### config.mk
export PLATFORM = sky130hd
export DESIGN_NAME = ssi_scan_decoder
export DESIGN_NICKNAME = d
export VERILOG_FILES = /design/src/rtl/ssi_scan_decoder.sv
export SDC_FILE = /design/constraint.sdc
export NUM_CORES = 1
export LEC_CHECK = 0
export CORE_UTILIZATION = 45
export DETAILED_ROUTE_END_ITERATION = 10
export DONT_BUFFER_PORTS = 1
export RECOVER_POWER = 100
export SETUP_SLACK_MARGIN = 0.4
export SYNTH_ARGS = -nofsm -noshare
export SYNTH_HDL_FRONTEND = slang
export SYNTH_SLANG_ARGS = --single-unit
### constraint.sdc
create_clock -name i_clk -period 3.2 [get_ports i_clk]
set_input_delay 0.48 -clock i_clk [delete_from_list [all_inputs] [get_ports i_clk]]
set_output_delay 0.48 -clock i_clk [all_outputs]
set_load 0.05 [all_outputs]
### src/rtl/ssi_scan_decoder.sv
// Receive-side decoder for a scanned 4-digit 7-segment display.
// Rebuilds the shown hex digits from the select and segment lines.
module ssi_scan_decoder #(
  parameter int STABLE_CYCLES  = 1024,
  parameter int TIMEOUT_CYCLES = 4194304,
  parameter int SEG_ACTIVE_LOW = 1
) (
  input  logic       i_clk,
  input  logic       i_reset,
  input  logic [3:0] i_ssi_code,
  input  logic [6:0] i_segments,
  output logic [3:0] o_digit,
  output logic [3:0] o_digit_ten,
  output logic [3:0] o_digit_hundred,
  output logic [3:0] o_digit_thousand,
  output logic [3:0] o_valid,
  output logic       o_frame_done,
  output logic       o_err_pattern,
  output logic       o_timeout
);

  localparam int SW = (STABLE_CYCLES > 2) ? $clog2(STABLE_CYCLES) : 1;
  localparam int TW = $clog2(TIMEOUT_CYCLES + 1);
  localparam logic [SW-1:0] STB_MAX = SW'(STABLE_CYCLES - 1);
  localparam logic [TW-1:0] TO_MAX  = TW'(TIMEOUT_CYCLES);
  localparam logic [TW-1:0] TO_LAST = TW'(TIMEOUT_CYCLES - 1);

  logic [10:0]      sync1;
  logic [10:0]      sync2;
  logic [3:0]       p_code;
  logic [6:0]       p_seg;
  logic [6:0]       seg_hi;
  logic             changed;
  logic             sel_ok;
  logic [1:0]       idx;
  logic             hit;
  logic [3:0]       val;
  logic             capture;
  logic [SW-1:0]    stb_cnt;
  logic             cap_done;
  logic [TW-1:0]    to_cnt;
  logic [1:0]       exp_idx;
  logic [3:0][3:0]  dig;

  always_ff @(posedge i_clk or posedge i_reset) begin
    if (i_reset) begin
      sync1 <= '0;
      sync2 <= '0;
    end else begin
      sync1 <= {i_ssi_code, i_segments};
      sync2 <= sync1;
    end
  end

  assign p_code = sync2[10:7];
  assign p_seg  = sync2[6:0];
  // sync1 is next cycle's pair, so the dwell count restarts as P changes
  assign changed = (sync1 != sync2);
  assign seg_hi  = (SEG_ACTIVE_LOW != 0) ? ~p_seg : p_seg;

  always_comb begin
    sel_ok = 1'b1;
    idx    = 2'd0;
    case (~p_code)
      4'b0001: idx = 2'd0;
      4'b0010: idx = 2'd1;
      4'b0100: idx = 2'd2;
      4'b1000: idx = 2'd3;
      default: sel_ok = 1'b0;
    endcase
  end

  always_comb begin
    hit = 1'b1;
    val = 4'h0;
    case (seg_hi)
      7'h3F: val = 4'h0;
      7'h06: val = 4'h1;
      7'h5B: val = 4'h2;
      7'h4F: val = 4'h3;
      7'h66: val = 4'h4;
      7'h6D: val = 4'h5;
      7'h7D: val = 4'h6;
      7'h07: val = 4'h7;
      7'h7F: val = 4'h8;
      7'h6F: val = 4'h9;
      7'h77: val = 4'hA;
      7'h7C: val = 4'hB;
      7'h39: val = 4'hC;
      7'h5E: val = 4'hD;
      7'h79: val = 4'hE;
      7'h71: val = 4'hF;
      default: hit = 1'b0;
    endcase
  end

  assign capture = sel_ok && (stb_cnt == STB_MAX) && !cap_done;

  always_ff @(posedge i_clk or posedge i_reset) begin
    if (i_reset) begin
      stb_cnt  <= '0;
      cap_done <= 1'b0;
    end else if (changed || !sel_ok) begin
      stb_cnt  <= '0;
      cap_done <= 1'b0;
    end else begin
      if (stb_cnt != STB_MAX)
        stb_cnt <= stb_cnt + 1'b1;
      if (capture)
        cap_done <= 1'b1;
    end
  end

  always_ff @(posedge i_clk or posedge i_reset) begin
    if (i_reset) begin
      dig           <= '0;
      o_valid       <= '0;
      o_frame_done  <= 1'b0;
      o_err_pattern <= 1'b0;
      o_timeout     <= 1'b0;
      exp_idx       <= '0;
      to_cnt        <= '0;
    end else begin
      o_frame_done  <= 1'b0;
      o_err_pattern <= 1'b0;
      if (capture) begin
        to_cnt <= '0;
        if (hit) begin
          dig[idx]     <= val;
          o_valid[idx] <= 1'b1;
          o_timeout    <= 1'b0;
          if (idx == exp_idx) begin
            exp_idx <= exp_idx + 1'b1;
            if (idx == 2'd3)
              o_frame_done <= 1'b1;
          end else begin
            exp_idx <= (idx == 2'd0) ? 2'd1 : 2'd0;
          end
        end else begin
          o_err_pattern <= 1'b1;
          exp_idx       <= '0;
        end
      end else if (to_cnt != TO_MAX) begin
        to_cnt <= to_cnt + 1'b1;
        if (to_cnt == TO_LAST) begin
          o_valid   <= '0;
          o_timeout <= 1'b1;
        end
      end
    end
  end

  assign o_digit          = dig[0];
  assign o_digit_ten      = dig[1];
  assign o_digit_hundred  = dig[2];
  assign o_digit_thousand = dig[3];

endmodule

==> results.ini <==
[setup_path]
reg2regPathDepth = 6
setup.worst_path.start = stb_cnt[0]
cp-end-kind = flop
path_class = flop to flop
r2r-end = o_digit_thousand[2]
reg2reg_slack_ps = 570
critPathMaxFanout = 10
startpoint_type = flop
arrival_ps = 2880
reg2reg_from = stb_cnt[0]
crit_required_ps = 3450

[floorplanning]
die_w_microns = 94.8
die_h_microns = 94.8
core_region_area_sq_um = 8260
initial_utilization_pct = 46.9
die-area_sq_um = 8980
core.rowCount = 33
num_io_pins = 36

[placement]
dp_cells = 463
gp_congestion = 0.768
dp_hpwl_microns = 5220
dp_slack_ps = 564
io_buffers = 0

[logic_synthesis]
synth_edf_count = 0
syn-cell-area_sq_um = 3870
syn_area_per_cell_sq_um = 10.5
yosysTopAreaCell = dfrtp_1
ys_async_sr_fraction_pct = 100
yosysMostFrequentCell = dfrtp_1
ys_seq_area_share_pct = 52.4
synthTopCellsByCount = dfrtp_1, nor2_1, xor2_1, nand3_1, o21ai_0
synth_cell_types = 52
syn-num-nets = 386
yosys.area.top_type_share_pct = 52.4
synthFlopType = dfrtp_1
ys_top_cells_by_area = dfrtp_1, xor2_1, nor2_1
yosysWarnings = 0
synthCells = 370
synth_seq_cells = 81

[grt]
track_usage_pct = 18.2
overflow = 0
grt_max_degree = 48
grt_first_pass_wirelength_microns = 12500
antenna_found_initial = 0
first_global_vias = 2492

[min_path]
min_from = i_segments[1]
hold_depth = 0
hold_path_class = input port to flop
whs_endpoint = sync1[1]

[layout]
fillCellCount = 761
final_cell_count_no_fill = 479
drive_gt1_share_pct = 9.63
regArea_sq_um = 2030
syn2layout_area_growth_pct = 6.43
fin_nets = 385
diodes = 0
multi_input_area_sq_um = 1710

[drt]
vias = 2694
avgRoutedWirePerCell_microns = 15.5
drt_iter0_markers = 106
ant_nets = 0
drtPass1Iterations = 4
drc_errors = 0
vias_per_cell = 5.62
drt-total-wl_microns = 7400

[run_status]
violations = capacitance limit, slew limit
status = complete, but fails checks

[clock_tree]
clk_latency_ps = 360
hold_buffers = 0
clockBufferDepth = 2
cts_root_buffer = clkbuf_8
cts_tree = built
htreeDepth = 3
clkTransAtPathRegs_ps = 90
cts.sink_count = 81
cts_buffers = 9

[timing]
hold_ws_ps = 146
clock_skew_ps = 20.1
setup_ws_ps = 569
worst_pin_slew_ps = 2440
final_max_slew_viol_count = 83
rsz0062_at_grt = false
period_share_pct = 82.2
min_period_ps = 2630
relSlewSlack_pct = -62.3
tns_ps = 0
hold_viol = 0
fmax_mhz = 380
setup_viol = 0

[power]
ir_worst_vdd_uv = 248
leakage_nw = 1.79
p_per_area_nw_per_um2 = 453

[job]
max-cap-violations = 2

-- where the power goes --
group          total [mW]  switching [mW]  internal, mW
logic              0.0701          0.0446        0.0255
registers            1.07          0.0301          1.04
clock network       0.730           0.423         0.307
-- flip-flops by register name, summed over array words and instances (netlist names), 2 cells and up --
register          count
o_digit               4
exp_idx               2
o_valid               4
sync1                11
stb_cnt              10
to_cnt               23
o_digit_ten           4
o_digit_thousand      4
o_digit_hundred       4
sync2                11
-- cell usage in the layout, fill, tap and decap left out, types with 3 or more instances in the layout --
cell type / instances
nand4_1: 10
ha_1: 3
nand2_1: 16
or3_1: 6
nor4b_1: 5
nand2b_1: 4
mux2i_1: 3
and3b_1: 4
nor2_1: 45
inv_6: 5
nor2b_1: 5
nor4_1: 6
o21ai_0: 17
mux2_2: 12
and4_1: 6
and3_1: 7
clkbuf_8: 9
nand3_1: 21
xnor2_1: 10
a211oi_1: 4
nor3_1: 10
inv_1: 11
xor2_1: 29
dfrtp_1: 80
a21oi_1: 10
-- metal layers --
| layer | up-vias | part of all wire, % | track usage [%] |
|---|---|---|---|
| li1 | 1310 | - | - |
| met1 | 1324 | 51 | 27.1 |
| met2 | 53 | 43 | 25.4 |
| met3 | 7 | 5.4 | 4.67 |
| met4 | 0 | 1.3 | 6.06 |
| met5 | - | 0 | 0 |
-- repair_timing --
action | in CTS | in global routing
setup buffers | 0 | 0
resized for setup | 0 | 2
setup endpoints to repair | 0 | 3
-- final cells by class --
class,instances,share of cell area [%]
inverter,12,1.12
timing repair buffer,3,0.304
sequential,81,49.2
multi-input combinational,262,41.5
tap,105,3.19
clock inverter,7,1.61
clock buffer,9,3.01
-- critical path, stage by stage, from the launching register on --
cell and delay [ps]:
dfrtp_1 390, ha_1 300, and3_1 200, nand4_2 260, a211oi_1 610, nand4b_1 390
mux2_2 370
-- worst max path at each step --
stage | to | slack (ps) | cells after the start
global route | o_digit_hundred[3] | 270 | 2
CTS | o_digit_thousand[2] | 540 | 6
detailed placement | o_digit_thousand[2] | 560 | 6
global placement | o_digit_thousand[2] | 680 | 6
floorplan | cap_done | 640 | 1
finish | o_digit_thousand[2] | 570 | 6
-- stage by stage --
step / total power, mW / util (%) / instance area (sq um)
after floorplan: 1.14 / - / 3870
after global placement: 1.16 / 47.9 / 3950
after detailed placement: 1.16 / 47.9 / 3950
after CTS: 1.89 / 50.2 / 4140
after global routing: 1.95 / 49.9 / 4120
final: 1.87 / 49.9 / 4120
-- kinds of logic after synthesis --
group | count (synthesis) | share of synthesized area, %
fa+ha+maj | 3 | 0.970
compound gates | 49 | 8.18
buf+inv | 27 | 3.07
flops | 81 | 52.4
xor+xnor | 39 | 8.82
mux | 15 | 4.27
simple gates | 156 | 22.3
(Power assumes the default switching activity.)
